$ cat config.mk
export PLATFORM = sky130hd
export DESIGN_NAME = pipelined_control_unit
export DESIGN_NICKNAME = d
export VERILOG_FILES = /design/src/rtl/pcu_pkg.sv /design/src/rtl/control_decode.sv /design/src/rtl/pipelined_control_unit.sv
export SDC_FILE = /design/constraint.sdc
export NUM_CORES = 1
export LEC_CHECK = 0
export CAP_MARGIN = 20
export CORE_UTILIZATION = 53
export DETAILED_ROUTE_END_ITERATION = 12
export GPL_TIMING_DRIVEN = 0
export PLACE_DENSITY_LB_ADDON = 0.08
export SLEW_MARGIN = 15
export SYNTH_ARGS = -nofsm -noshare
export SYNTH_HDL_FRONTEND = slang
export SYNTH_HIERARCHICAL = 1
export SYNTH_SLANG_ARGS = --single-unit
export TNS_END_PERCENT = 30
$ cat constraint.sdc
create_clock -name Clk -period 14.02 [get_ports Clk]
set_input_delay 4.206 -clock Clk [delete_from_list [all_inputs] [get_ports Clk]]
set_output_delay 4.206 -clock Clk [all_outputs]
set_load 0.05 [all_outputs]
$ cat src/rtl/pcu_pkg.sv
// rtl/pcu_pkg.sv - opcode/funct/ALUOp/RegDst encodings and the control bundle carried down the pipeline.
package pcu_pkg;

    localparam int PCU_ALUOP_W = 5;
    localparam int PCU_REG_W   = 5;

    localparam logic [5:0] OP_RTYPE  = 6'b000000;
    localparam logic [5:0] OP_REGIMM = 6'b000001;
    localparam logic [5:0] OP_J      = 6'b000010;
    localparam logic [5:0] OP_JAL    = 6'b000011;
    localparam logic [5:0] OP_BEQ    = 6'b000100;
    localparam logic [5:0] OP_BNE    = 6'b000101;
    localparam logic [5:0] OP_BLEZ   = 6'b000110;
    localparam logic [5:0] OP_BGTZ   = 6'b000111;
    localparam logic [5:0] OP_ADDI   = 6'b001000;
    localparam logic [5:0] OP_SLTI   = 6'b001010;
    localparam logic [5:0] OP_ANDI   = 6'b001100;
    localparam logic [5:0] OP_ORI    = 6'b001101;
    localparam logic [5:0] OP_XORI   = 6'b001110;
    localparam logic [5:0] OP_LB     = 6'b100000;
    localparam logic [5:0] OP_LH     = 6'b100001;
    localparam logic [5:0] OP_LW     = 6'b100011;
    localparam logic [5:0] OP_SB     = 6'b101000;
    localparam logic [5:0] OP_SH     = 6'b101001;
    localparam logic [5:0] OP_SW     = 6'b101011;

    localparam logic [5:0] FN_SLL = 6'b000000;
    localparam logic [5:0] FN_SRL = 6'b000010;
    localparam logic [5:0] FN_JR  = 6'b001000;
    localparam logic [5:0] FN_ADD = 6'b100000;
    localparam logic [5:0] FN_SUB = 6'b100010;
    localparam logic [5:0] FN_AND = 6'b100100;
    localparam logic [5:0] FN_OR  = 6'b100101;
    localparam logic [5:0] FN_XOR = 6'b100110;
    localparam logic [5:0] FN_NOR = 6'b100111;
    localparam logic [5:0] FN_SLT = 6'b101010;

    localparam logic [4:0] RT_BLTZ = 5'b00000;
    localparam logic [4:0] RT_BGEZ = 5'b00001;

    localparam logic [PCU_ALUOP_W-1:0] ALU_ADD  = 5'd0;
    localparam logic [PCU_ALUOP_W-1:0] ALU_SUB  = 5'd1;
    localparam logic [PCU_ALUOP_W-1:0] ALU_AND  = 5'd2;
    localparam logic [PCU_ALUOP_W-1:0] ALU_OR   = 5'd3;
    localparam logic [PCU_ALUOP_W-1:0] ALU_NOR  = 5'd4;
    localparam logic [PCU_ALUOP_W-1:0] ALU_XOR  = 5'd5;
    localparam logic [PCU_ALUOP_W-1:0] ALU_SLT  = 5'd6;
    localparam logic [PCU_ALUOP_W-1:0] ALU_SLL  = 5'd7;
    localparam logic [PCU_ALUOP_W-1:0] ALU_SRL  = 5'd8;
    localparam logic [PCU_ALUOP_W-1:0] ALU_BLTZ = 5'd9;
    localparam logic [PCU_ALUOP_W-1:0] ALU_BEQ  = 5'd10;
    localparam logic [PCU_ALUOP_W-1:0] ALU_BNE  = 5'd11;
    localparam logic [PCU_ALUOP_W-1:0] ALU_BGTZ = 5'd12;
    localparam logic [PCU_ALUOP_W-1:0] ALU_BLEZ = 5'd13;
    localparam logic [PCU_ALUOP_W-1:0] ALU_BGEZ = 5'd14;
    localparam logic [PCU_ALUOP_W-1:0] ALU_JR   = 5'd15;

    localparam logic [1:0] REGDST_RT = 2'b00;
    localparam logic [1:0] REGDST_RD = 2'b01;
    localparam logic [1:0] REGDST_RA = 2'b10;

    localparam logic [PCU_REG_W-1:0] REG_RA = 5'd31;

    typedef struct packed {
        logic [PCU_ALUOP_W-1:0] alu_op;
        logic                   alu_src;
        logic                   shift_a;
        logic                   branch;
        logic                   jor_branch;
        logic                   jump;
        logic [1:0]             reg_dst;
        logic [PCU_REG_W-1:0]   dst_reg;
        logic                   mem_read;
        logic                   mem_write;
        logic                   mem_byte;
        logic                   mem_half;
        logic                   reg_write;
        logic                   mem_to_reg;
        logic                   link;
    } ctrl_bundle_t;

    localparam ctrl_bundle_t BUBBLE = '0;

endpackage

$ cat src/rtl/control_decode.sv
// rtl/control_decode.sv - combinational ID-stage decode of one instruction into a control bundle.
module control_decode
    import pcu_pkg::*;
(
    input  logic [31:0]  i_instr,
    output ctrl_bundle_t o_ctrl,
    output logic         o_uses_rt,
    output logic         o_illegal
);

    logic [5:0] w_op;
    logic [5:0] w_funct;
    logic [4:0] w_rt;
    logic [4:0] w_rd;

    assign w_op    = i_instr[31:26];
    assign w_rt    = i_instr[20:16];
    assign w_rd    = i_instr[15:11];
    assign w_funct = i_instr[5:0];

    ctrl_bundle_t w_c;
    logic         w_ill;
    logic         w_uses_rt;

    always_comb begin
        w_c       = BUBBLE;
        w_ill     = 1'b0;
        w_uses_rt = 1'b0;
        case (w_op)
            OP_RTYPE: begin
                w_c.reg_write = 1'b1;
                w_c.reg_dst   = REGDST_RD;
                w_uses_rt     = 1'b1;
                case (w_funct)
                    FN_ADD: w_c.alu_op = ALU_ADD;
                    FN_SUB: w_c.alu_op = ALU_SUB;
                    FN_AND: w_c.alu_op = ALU_AND;
                    FN_OR:  w_c.alu_op = ALU_OR;
                    FN_NOR: w_c.alu_op = ALU_NOR;
                    FN_XOR: w_c.alu_op = ALU_XOR;
                    FN_SLT: w_c.alu_op = ALU_SLT;
                    FN_SLL: begin w_c.alu_op = ALU_SLL; w_c.shift_a = 1'b1; end
                    FN_SRL: begin w_c.alu_op = ALU_SRL; w_c.shift_a = 1'b1; end
                    FN_JR: begin
                        w_c.alu_op     = ALU_JR;
                        w_c.jump       = 1'b1;
                        w_c.jor_branch = 1'b1;
                        w_c.reg_write  = 1'b0;
                        w_c.reg_dst    = REGDST_RT;
                        w_uses_rt      = 1'b0;
                    end
                    default: w_ill = 1'b1;
                endcase
            end
            OP_REGIMM: begin
                w_c.branch     = 1'b1;
                w_c.jor_branch = 1'b1;
                case (w_rt)
                    RT_BGEZ: w_c.alu_op = ALU_BGEZ;
                    RT_BLTZ: w_c.alu_op = ALU_BLTZ;
                    default: w_ill = 1'b1;
                endcase
            end
            OP_J: begin
                w_c.jump       = 1'b1;
                w_c.jor_branch = 1'b1;
            end
            OP_JAL: begin
                w_c.jump       = 1'b1;
                w_c.jor_branch = 1'b1;
                w_c.reg_write  = 1'b1;
                w_c.reg_dst    = REGDST_RA;
                w_c.link       = 1'b1;
            end
            OP_BEQ, OP_BNE, OP_BLEZ, OP_BGTZ: begin
                w_c.branch     = 1'b1;
                w_c.jor_branch = 1'b1;
                w_uses_rt      = (w_op == OP_BEQ) || (w_op == OP_BNE);
                case (w_op)
                    OP_BEQ:  w_c.alu_op = ALU_BEQ;
                    OP_BNE:  w_c.alu_op = ALU_BNE;
                    OP_BLEZ: w_c.alu_op = ALU_BLEZ;
                    default: w_c.alu_op = ALU_BGTZ;
                endcase
            end
            OP_ADDI, OP_SLTI, OP_ANDI, OP_ORI, OP_XORI: begin
                w_c.alu_src   = 1'b1;
                w_c.reg_write = 1'b1;
                case (w_op)
                    OP_SLTI: w_c.alu_op = ALU_SLT;
                    OP_ANDI: w_c.alu_op = ALU_AND;
                    OP_ORI:  w_c.alu_op = ALU_OR;
                    OP_XORI: w_c.alu_op = ALU_XOR;
                    default: w_c.alu_op = ALU_ADD;
                endcase
            end
            OP_LB, OP_LH, OP_LW: begin
                w_c.alu_src    = 1'b1;
                w_c.mem_read   = 1'b1;
                w_c.mem_to_reg = 1'b1;
                w_c.reg_write  = 1'b1;
                w_c.mem_byte   = (w_op == OP_LB);
                w_c.mem_half   = (w_op == OP_LH);
            end
            OP_SB, OP_SH, OP_SW: begin
                w_c.alu_src   = 1'b1;
                w_c.mem_write = 1'b1;
                w_c.mem_byte  = (w_op == OP_SB);
                w_c.mem_half  = (w_op == OP_SH);
                w_uses_rt     = 1'b1;
            end
            default: w_ill = 1'b1;
        endcase

        // The all-zero word is sll $0,$0,0; treat it as a true NOP so it leaves no trace.
        if (w_ill || (i_instr == 32'd0)) begin
            w_c       = BUBBLE;
            w_uses_rt = 1'b0;
        end

        if (!w_c.reg_write)
            w_c.dst_reg = '0;
        else if (w_c.reg_dst == REGDST_RD)
            w_c.dst_reg = w_rd;
        else if (w_c.reg_dst == REGDST_RA)
            w_c.dst_reg = REG_RA;
        else
            w_c.dst_reg = w_rt;
    end

    assign o_ctrl    = w_c;
    assign o_uses_rt = w_uses_rt;
    assign o_illegal = w_ill;

endmodule

$ cat src/rtl/pipelined_control_unit.sv
// rtl/pipelined_control_unit.sv - ID/EX, EX/MEM, MEM/WB control registers with load-use stall and branch flush.
// Optional stall/flush performance counters are built when PERF_CNT_EN is defined.
module pipelined_control_unit
    import pcu_pkg::*;
#(
    parameter int ALUOP_W = PCU_ALUOP_W,
    parameter int REG_W   = PCU_REG_W
`ifdef PERF_CNT_EN
    ,
    parameter int CNT_W   = 16
`endif
) (
    input  logic               Clk,
    input  logic               Rst_n,
    input  logic [31:0]        IDInstr,
    input  logic               BranchTaken,
    output logic               PCWrite,
    output logic               IFIDWrite,
    output logic               IFIDFlush,
    output logic [ALUOP_W-1:0] EX_ALUOp,
    output logic               EX_ALUSrc,
    output logic               EX_ShiftA,
    output logic               EX_Branch,
    output logic               EX_JorBranch,
    output logic               EX_Jump,
    output logic [1:0]         EX_RegDst,
    output logic [REG_W-1:0]   EX_DstReg,
    output logic               MEM_MemRead,
    output logic               MEM_MemWrite,
    output logic               MEM_MemByte,
    output logic               MEM_MemHalf,
    output logic               WB_RegWrite,
    output logic               WB_MemToReg,
    output logic               WB_Link,
    output logic [REG_W-1:0]   WB_DstReg,
    output logic               IllegalInstr
`ifdef PERF_CNT_EN
    ,
    output logic [CNT_W-1:0]   StallCnt,
    output logic [CNT_W-1:0]   FlushCnt
`endif
);

    ctrl_bundle_t w_id_ctrl;
    logic         w_id_uses_rt;
    logic         w_id_illegal;

    control_decode u_decode (
        .i_instr   (IDInstr),
        .o_ctrl    (w_id_ctrl),
        .o_uses_rt (w_id_uses_rt),
        .o_illegal (w_id_illegal)
    );

    ctrl_bundle_t         r_idex;
    ctrl_bundle_t         r_exmem;
    logic                 r_ex_illegal;
    logic                 r_wb_reg_write;
    logic                 r_wb_mem_to_reg;
    logic                 r_wb_link;
    logic [PCU_REG_W-1:0] r_wb_dst;

    logic w_load_use;
    logic w_stall;
    logic w_flush;

    assign w_load_use = r_idex.mem_read && (r_idex.dst_reg != '0) &&
                        ((r_idex.dst_reg == IDInstr[25:21]) ||
                         (w_id_uses_rt && (r_idex.dst_reg == IDInstr[20:16])));
    assign w_flush    = BranchTaken;
    // A taken branch discards the dependent instruction anyway, so it overrides the stall.
    assign w_stall    = w_load_use && !w_flush;

    always_ff @(posedge Clk or negedge Rst_n) begin
        if (!Rst_n) begin
            r_idex          <= BUBBLE;
            r_exmem         <= BUBBLE;
            r_ex_illegal    <= 1'b0;
            r_wb_reg_write  <= 1'b0;
            r_wb_mem_to_reg <= 1'b0;
            r_wb_link       <= 1'b0;
            r_wb_dst        <= '0;
        end else begin
            r_idex          <= (w_flush || w_stall) ? BUBBLE : w_id_ctrl;
            r_ex_illegal    <= (w_flush || w_stall) ? 1'b0 : w_id_illegal;
            r_exmem         <= w_flush ? BUBBLE : r_idex;
            r_wb_reg_write  <= r_exmem.reg_write;
            r_wb_mem_to_reg <= r_exmem.mem_to_reg;
            r_wb_link       <= r_exmem.link;
            r_wb_dst        <= r_exmem.dst_reg;
        end
    end

    assign PCWrite      = !w_stall;
    assign IFIDWrite    = !w_stall;
    assign IFIDFlush    = w_flush && Rst_n;

    assign EX_ALUOp     = ALUOP_W'(r_idex.alu_op);
    assign EX_ALUSrc    = r_idex.alu_src;
    assign EX_ShiftA    = r_idex.shift_a;
    assign EX_Branch    = r_idex.branch;
    assign EX_JorBranch = r_idex.jor_branch;
    assign EX_Jump      = r_idex.jump;
    assign EX_RegDst    = r_idex.reg_dst;
    assign EX_DstReg    = REG_W'(r_idex.dst_reg);
    assign IllegalInstr = r_ex_illegal;

    assign MEM_MemRead  = r_exmem.mem_read;
    assign MEM_MemWrite = r_exmem.mem_write;
    assign MEM_MemByte  = r_exmem.mem_byte;
    assign MEM_MemHalf  = r_exmem.mem_half;

    assign WB_RegWrite  = r_wb_reg_write;
    assign WB_MemToReg  = r_wb_mem_to_reg;
    assign WB_Link      = r_wb_link;
    assign WB_DstReg    = REG_W'(r_wb_dst);

`ifdef PERF_CNT_EN
    logic [CNT_W-1:0] r_stall_cnt;
    logic [CNT_W-1:0] r_flush_cnt;

    always_ff @(posedge Clk or negedge Rst_n) begin
        if (!Rst_n) begin
            r_stall_cnt <= '0;
            r_flush_cnt <= '0;
        end else begin
            if (w_stall && (r_stall_cnt != '1))
                r_stall_cnt <= r_stall_cnt + CNT_W'(1);
            if (w_flush && (r_flush_cnt != '1))
                r_flush_cnt <= r_flush_cnt + CNT_W'(1);
        end
    end

    assign StallCnt = r_stall_cnt;
    assign FlushCnt = r_flush_cnt;
`endif

endmodule

## Word level (Yosys, flattened, before mapping)

Cells that the tools add are included.

- Reductions and logical operators: 29
- Eq/ne operators: 32
- Mux-type cells: 31

Operators by type and width:

| cell | count |
|---|---|
| $eq A6 B6 Y1 const B | 13 |
| $mux W24 | 2 |
| $eq A6 B4 Y1 const B | 6 |
| $pmux W4 S9 | 1 |
| $logic_not A32 Y1 | 1 |
| $eq A6 B3 Y1 const B | 4 |
| $pmux W5 S4 | 1 |
| $eq A6 B2 Y1 const B | 3 |
| $reduce_or A17 Y1 | 1 |
| $mux W5 | 3 |
| $logic_not A6 Y1 | 2 |
| $mux W1 | 12 |
| $mux W12 | 1 |
| $pmux W3 S4 | 1 |
| $reduce_or A11 Y1 | 1 |
| $eq A5 B5 Y1 | 2 |
| $reduce_or A10 Y1 | 1 |
| $reduce_or A5 Y1 | 2 |
| $pmux W3 S3 | 1 |
| $reduce_or A9 Y1 | 1 |
| $pmux W2 S2 | 2 |
| $pmux W4 S2 | 1 |
| $reduce_or A7 Y1 | 1 |
| $eq A6 B1 Y1 const B | 1 |
| other kinds (14) | 28 |

- Input port bits: 35
- Word-level logic and storage cells: 120
- Output and inout bits: 33
- Bits in registers: 45

## Longest topological paths before layout

Gate-level depths: netlist of the first run.

- Depth in word-level cells: 12
- Gate-level depth with buffers: 11
- Depth with buffers taken out: 8

## Cells and area by module

The synthesis of the first run kept the hierarchy.

Modules (own cells, without submodules):

| module | seq. area each (µm²) | cells an instance | times used | area an instance (µm²) |
|---|---|---|---|---|
| pipelined_control_unit | 1126.1 | 148 | 1 | 1875.5 |
| control_decode | 0.0 | 128 | 1 | 797.0 |

## Least setup slack after synthesis of the first run

OpenSTA, ideal clock, no wires.

- Path kind: input-to-output
- Start: in IDInstr[20]
- End: out PCWrite
- Data arrival time: 6.824 ns
- Cell stages on the path: 10
- Data required time: 9.814 ns
- Setup slack: 2.990 ns
- Buffers on the path: 2
- Cells stage by stage: or4_4 -> or2_1 -> or4_4 -> nand3b_4 -> o22ai_2 -> nand2_1 -> o22ai_2 -> buf_2 -> nand3b_1 -> buf_4

- Word-level cells in the longest chain between the ends: 11
- Elaborated cells on any way between the ends: 14
- Those cells by class: 2 x eq/ne; 3 x mux; 9 x reduce/logical

Ends and longest elaborated chain:

| element | line | text |
|---|---|---|
| from (decl) | pipelined_control_unit.sv:15 | `input logic [31:0] IDInstr,` |
| $eq A5 B1 Y1 or $logic_not A5 Y1 (tied branches) | control_decode.sv:58 | `case (w_rt)` |
| $reduce_or A2 Y1 (no line) | n/a |  |
| $mux W1 | control_decode.sv:58 |  |
| $pmux W1 S3 | control_decode.sv:29 | `case (w_op)` |
| $logic_or A1 B1 Y1 * | control_decode.sv:116 | `if (w_ill \|\| (i_instr == 32'd0)) begin` |
| $mux W1 * | control_decode.sv:116 |  |
| via w_id_uses_rt | pipelined_control_unit.sv:45 | `logic w_id_uses_rt;` |
| $logic_and A1 B1 Y1 * | pipelined_control_unit.sv:69 | `(w_id_uses_rt && (r_idex.dst_reg == IDInstr[20:16])));` |
| $logic_or A1 B1 Y1 * | pipelined_control_unit.sv:68 | `((r_idex.dst_reg == IDInstr[25:21]) \|\|` |
| $logic_and A1 B1 Y1 * | pipelined_control_unit.sv:67 | `assign w_load_use = r_idex.mem_read && (r_idex.dst_reg != '0) &&` |
| $logic_and A1 B1 Y1 * | pipelined_control_unit.sv:72 | `assign w_stall = w_load_use && !w_flush;` |
| $logic_not A1 Y1 * | n/a |  |
| to (decl) | pipelined_control_unit.sv:17 | `output logic PCWrite,` |

The timed path passes the listed nets; every way through them passes the cells marked *.

## Final worst setup path of the first run

- Start: in IDInstr[30]
- End: out PCWrite

- Word-level cells in the longest chain between the ends: 10
- Elaborated cells on any way between the ends: 33
- Those cells by class: 18 x eq/ne; 3 x mux; 12 x reduce/logical

Ends and longest elaborated chain:

| element | line | text |
|---|---|---|
| $eq A6 B2 Y1 (tied with other cells) | control_decode.sv:29 |  |
| $reduce_or A17 Y1 (no line) | n/a |  |
| $pmux W1 S3 | control_decode.sv:29 |  |
| $logic_or A1 B1 Y1 | control_decode.sv:116 |  |
| $mux W1 * | control_decode.sv:116 |  |
| via w_id_uses_rt | pipelined_control_unit.sv:45 |  |
| $logic_and A1 B1 Y1 * | pipelined_control_unit.sv:69 |  |
| $logic_or A1 B1 Y1 * | pipelined_control_unit.sv:68 |  |
| $logic_and A1 B1 Y1 * | pipelined_control_unit.sv:67 |  |
| $logic_and A1 B1 Y1 * | pipelined_control_unit.sv:72 |  |
| $logic_not A1 Y1 * | pipelined_control_unit.sv:94 | `assign PCWrite = !w_stall;` |

Marked as above.

==> impl_metrics.tcl, run 1 <==
set metrics [dict create \
    status "finished, final reports clean" \
    ys.flop_type "dfrtp_1" \
    ir_worst_vdd_mv 0.0371 \
    ios 68 \
    dieWidth_um 73.0 \
    crit_fanout 10 \
    diodes 0 \
    worst_ep_arrival_time_ps 8220 \
    slowest_delay_ps 860 \
    grt_max_degree 38 \
    postSynthAreaPerCell_um2 9.68 \
    cts.clk_slew.worst_paths_ps 80 \
    dp.cells 407 \
    layout.cells.most_common_list "clkdlybuf4s50_1 (62), dfrtp_1 (45), nand2b_1 (32)" \
    yosys.area.top_type "dfrtp_1" \
    switching_share_pct 27.3 \
    internal_power_uw 187 \
    synthTopCellsByArea "dfrtp_1 (42%), nand2b_1 (7.5%), a21oi_2 (6.2%), buf_4 (4.2%), xnor2_1 (3.6%)" \
    path_cells "clkdlybuf4s50_1 -> nor4_1 -> nand4b_1 -> or4_4 -> nand3b_4 -> o22ai_2 -> nand2_1 -> o22ai_2 -> buf_2 -> nand3b_1 -> buf_4 -> clkdlybuf4s50_1" \
    dp_hpwl_um 4780 \
    wl_per_cell_um 14.8 \
    cts_tree "built" \
    finClkSkew_ps 16.7 \
    cts_hold_buf 0 \
    fin_crit_ps 12430 \
    holdPathStages 0 \
    start_kind "input port" \
    final.fill_count 376 \
    power_density_mw_per_mm2 73.7 \
    post-cts-setup-buffers 0 \
    vias 2255 \
    p_sw_uw 70.2 \
    max_slew_margin_pct 36.5 \
    reg2regPathDepth 5 \
    fmax_mhz 80.5 \
    yosysWarnings 6 \
    place_congestion 0.857 \
    fin_area_mm2 0.00349 \
    insertion_delay_ps 300 \
    io_buffers 63 \
    p_clk_share_pct 31.1 \
    required_ps 9810 \
    antenna_found_initial 0 \
    drt_iter0_markers 103 \
    cts_root_buffer "clkbuf_8" \
    grt_pass1_vias 2102 \
    synthDistinctLibCells 49 \
    crit_path_top_delay_cell "nor4_1" \
    cts.repair.resized 0 \
    vias_per_cell 5.43 \
    cts_made_buffers 5 \
    async_reset_ff_share_pct 100 \
    drc_errors 0 \
    dpl_cell_area_mm2 0.00340 \
    hold_viol 0 \
    cap_violations 0 \
    core_mm2 0.00479 \
    postRouteAntennaNets 0 \
    pwr-share-comb_pct 17.7 \
    worst_slew_pin_slew_ps 944 \
    clock-sinks 45 \
    areaGrowthSynthToFinish_pct 30.7 \
    fp.dieH_um 73.0 \
    syn_area_mm2 0.00267 \
    criticalPathCategory "in2out" \
    synth_edf_count 0 \
    firstDrtPassIters 4 \
    finalHoldWorstSlack_ps 350 \
    grt_pass1_wl_um 10100 \
    synth.net_count 311 \
    cts_htree_levels 2 \
    fin_nets 382 \
    seqPwrFrac_pct 51.2 \
    drt_wl_total_um 6140 \
    synth_top_area_share_pct 42.1 \
    synth-seq-area-share_pct 42.1 \
    rrSetupSlack_ps 12330 \
    rsz0062_at_grt "no" \
    drive_gt1_share_pct 19.0 \
    synth_seq_cells 45 \
    initial_core_util_pct 55.8 \
    period_share_pct 88.7 \
    clockBufferDepth 2 \
    worst_setup_path_end_kind "output pin" \
    synthCells 276 \
    grt_overflow_total 0 \
    fin_cells 415 \
    leakage_uw 0.00140 \
    setup_tns_ps 0 \
    grt_usage_pct 25.2 \
    drv_slew 0 \
    min_path_type "reg2reg" \
    setup_viol 0 \
    dieArea_mm2 0.00533 \
    rows 25 \
    mostFrequentLayoutCell "clkdlybuf4s50_1" \
]
## registers in the layout, summed over array words and instances (netlist names)
signal and count:
r_exmem 8, r_idex 7, EX_ALUOp 5, EX_DstReg 5
WB_DstReg 5, EX_RegDst 2, EX_ALUSrc 1, EX_Branch 1
EX_JorBranch 1, EX_Jump 1, EX_ShiftA 1, IllegalInstr 1
MEM_MemByte 1, MEM_MemHalf 1, MEM_MemRead 1, MEM_MemWrite 1
WB_Link 1, WB_MemToReg 1, WB_RegWrite 1
## synth_stat cells (3+ instances only)
cell      number
o21ai_0        5
nor3_1         9
nand2b_1      32
buf_4         15
nand3b_1       3
nand3_1        5
buf_6          4
nor4_1        14
xnor2_1       11
o211ai_1       3
or2_2          3
a21oi_1       12
o21a_1         3
a31oi_1        3
a21oi_2       19
or4_4          3
nand2_1        7
nor2_1        17
nor2b_1       15
dfrtp_1       45
clkbuf_1      10
## path summary, 6_finish.rpt
path	startpoint	end
worst min register to register	r_exmem[9]	WB_DstReg[2]
worst min-delay path	r_exmem[9]	WB_DstReg[2]
min in group asynchronous	Rst_n	EX_ALUOp[2]
max in group asynchronous	Rst_n	EX_ALUOp[4]
worst max-delay path	IDInstr[30]	PCWrite
worst max register to register	EX_DstReg[1]	EX_ALUOp[1]
## final cells by class
class	count	area, um2	share of cell area, %
Multi-Input combinational cell	195	1290	36.9
Sequential cell	45	1130	32.2
Timing Repair Buffer	64	646	18.5
Buffer	34	250	7.17
Tap cell	67	83.8	2.40
Clock buffer	5	68.8	1.97
Clock inverter	3	21.3	0.609
Inverter	2	7.51	0.215
## metal layers
| layer | up-vias | GRT usage (%) | share of wire, % |
|---|---|---|---|
| met2 | 81 | 41.6 | 49 |
| met4 | 0 | 8.06 | 1.1 |
| met5 | - | 0 | 0 |
| met1 | 1077 | 33.8 | 45 |
| li1 | 1091 | - | - |
| met3 | 6 | 4.28 | 4.4 |
## worst max-delay path: cells and delay by family
kind / cells / cell delay, ps
AOI/OAI and AO/OA: 2 / 200
buffers and inverters: 4 / 1680
and+or+nand+nor: 6 / 2130
## cell families (layout without fill, tap and decap cells)
group                  Yosys count  count (layout)  synth area share (%)
flip-flops                      45              45                  42.1
buffers and inverters           36             108                  9.64
other                            1               1                 0.140
XOR/XNOR                        11              11                  3.60
AO/OA/AOI/OAI                   58              58                  16.2
AND/OR/NAND/NOR                123             123                  27.5
multiplexers                     2               2                 0.749
## power groups by stage
stage / logic, uW / clock network (uW) / registers [uW]
floorplan: 22.2 / 0 / 136
global placement: 44.3 / 0 / 134
detailed placement: 45.2 / 0 / 134
CTS: 45.3 / 80.2 / 132
global route: 49.7 / 85.6 / 132
finish: 45.5 / 80.1 / 132
## metrics by stage
step | util [%] | power, uW | setup WS, ps
floorplan | - | 159 | 2990
global placement | 70.8 | 178 | 1700
detailed placement | 71.1 | 180 | 1660
CTS | 73.0 | 257 | 1650
global route | 73.0 | 267 | 1300
finish | 73.0 | 257 | 1590
(Power assumes the default switching activity.)
==> run 2: changes to the inputs <==
Settings changed: HOLD_SLACK_MARGIN set to 0.12.
==> results of run 2 <==
No change in the layout: final DEF, timing and power equal those of run 1.
==> run 3: changes to the inputs <==
Settings changed: CORE_MARGIN set to 5, CORE_UTILIZATION 53 to 30.
==> impl_metrics.tcl, run 3 (synthesis results as in run 1) <==
set metrics [dict create \
    initial_core_util_pct 30.6 \
    drt_iter0_markers 67 \
    rrSetupSlack_ps 12300 \
    postRouteAntennaNets 0 \
    crit_path_top_delay_cell "clkdlybuf4s50_1" \
    reg2reg_to "r_idex[5]" \
    period_share_pct 87.7 \
    cts.clk_slew.worst_paths_ps 90 \
    post-cts-setup-buffers 0 \
    path_cells "clkdlybuf4s50_1 -> nor4_1 -> nand4b_1 -> or4_4 -> nand3b_4 -> o22ai_2 -> nand2_1 -> o22ai_2 -> buf_2 -> nand3b_1 -> buf_4 -> clkdlybuf4s50_1" \
    power_density_mw_per_mm2 77.9 \
    worst_slew_pin_slew_ps 809 \
    grt_max_degree 28 \
    drive_gt1_share_pct 19.0 \
    clockBufferDepth 2 \
    required_ps 9810 \
    largest_register_ff_count 8 \
    cts_tree "built" \
    grt_usage_pct 12.4 \
    cts_made_buffers 5 \
    leakage_uw 0.00142 \
    ios 68 \
    regMostFlops "r_exmem" \
    hold_viol 0 \
    status "finished, final reports clean" \
    cpLargestDelayFamily "simple AND/OR/NAND/NOR gates" \
    p_sw_uw 69.2 \
    wl_per_cell_um 14.7 \
    cap_violations 0 \
    io_buffers 63 \
    startpoint "IDInstr[30]" \
    dieArea_mm2 0.0109 \
    timing.rr.start "EX_DstReg[0]" \
    endpoint "PCWrite" \
    diodes 0 \
    grt_pass1_vias 2249 \
    ir_worst_vdd_mv 0.0418 \
    path_buf_inv 4 \
    reg2regPathDepth 5 \
    internal_power_uw 210 \
    switching_share_pct 24.8 \
    cts_root_buffer "clkbuf_8" \
    drv_slew 0 \
    path_depth 12 \
    vias_per_cell 4.75 \
    criticalPathCategory "in2out" \
    crit_fanout 10 \
    clock-sinks 45 \
    vias 2167 \
    dp.cells 448 \
    fin_crit_ps 12300 \
    max_slew_margin_pct 45.6 \
    holdPathStages 0 \
    fp.dieH_um 104 \
    antenna_found_initial 0 \
    min_path_type "reg2reg" \
    grt_overflow_total 0 \
    final_core_util_pct 41.1 \
    firstDrtPassIters 4 \
    cts.repair.resized 0 \
    seqPwrFrac_pct 47.2 \
    p_total_uw 279 \
    finalHoldWorstSlack_ps 353 \
    layout.cells.most_common_list "clkdlybuf4s50_1 (62), dfrtp_1 (45), nand2b_1 (32)" \
    rows 34 \
    drt_wl_total_um 6690 \
    fmax_mhz 81.3 \
    fin_cells 456 \
    largestRegisters "r_exmem (8), r_idex (7)" \
    setup_tns_ps 0 \
    cts_hold_buf 0 \
    pwr-share-comb_pct 16.5 \
    areaGrowthSynthToFinish_pct 34.0 \
    insertion_delay_ps 290 \
    start_kind "input port" \
    cts_htree_levels 2 \
    setup_viol 0 \
    core_mm2 0.00872 \
    final.fill_count 876 \
    fin_nets 382 \
    worst_ep_arrival_time_ps 8090 \
    slowest_delay_ps 790 \
    mostFrequentLayoutCell "clkdlybuf4s50_1" \
    drc_errors 0 \
    rsz0062_at_grt "no" \
    grt_pass1_wl_um 11300 \
    place_congestion 0.871 \
    worst_setup_path_end_kind "output pin" \
    dp_hpwl_um 5420 \
    finClkSkew_ps 7.50 \
    dieWidth_um 104 \
    p_clk_share_pct 36.3 \
]
[run 3: cell types whose count changed in the layout (fill, tap and decap cells not counted)]
cell | before | now
clkbuf_8 | 5 | 6
inv_6 | 1 | 0
clkinv_2 | 1 | 0
bufinv_16 | 0 | 1
buf_16 | 0 | 1
buf_12 | 3 | 2
[run 3: per-stage QoR]
stage               cell area, um2  setup WS [ps]
CTS                           3580           1730
global route                  3580           1520
global placement              3440           1700
floorplan                     2670           2990
finish                        3580           1720
detailed placement            3460           1740
[run 3: worst min path at each step]
stage	startpoint	end	slack, ps
finish	r_exmem[2]	WB_RegWrite	350
global route	r_exmem[2]	WB_RegWrite	360
CTS	r_exmem[8]	WB_DstReg[1]	360
detailed placement	r_exmem[8]	WB_DstReg[1]	340
global placement	r_exmem[11]	WB_DstReg[4]	330
floorplan	r_exmem[7]	WB_DstReg[0]	330
[run 3: cell type report]
| cell class | count | area, um2 | share of cell area, % |
|---|---|---|---|
| Inverter | 2 | 7.51 | 0.210 |
| Buffer | 34 | 250 | 6.99 |
| Timing Repair Buffer | 64 | 653 | 18.2 |
| Multi-Input combinational cell | 195 | 1290 | 36.0 |
| Tap cell | 108 | 135 | 3.77 |
| Clock buffer | 6 | 82.6 | 2.31 |
| Clock inverter | 2 | 37.5 | 1.05 |
| Sequential cell | 45 | 1130 | 31.4 |
[run 3: power groups by stage]
stage	Combinational, uW	Clock [uW]	Sequential (uW)
floorplan	22.2	0	136
global placement	45.9	0	134
detailed placement	46.5	0	134
CTS	46.6	104	132
global route	50.5	110	132
finish	46.1	101	132
[run 3: routing by layer]
layer,wire (um),track usage (%),vias up
met1,3080,16.1,1029
met3,252,1.99,8
met5,0,0,-
met2,3240,20.8,45
met4,121,4.07,0
li1,-,-,1085
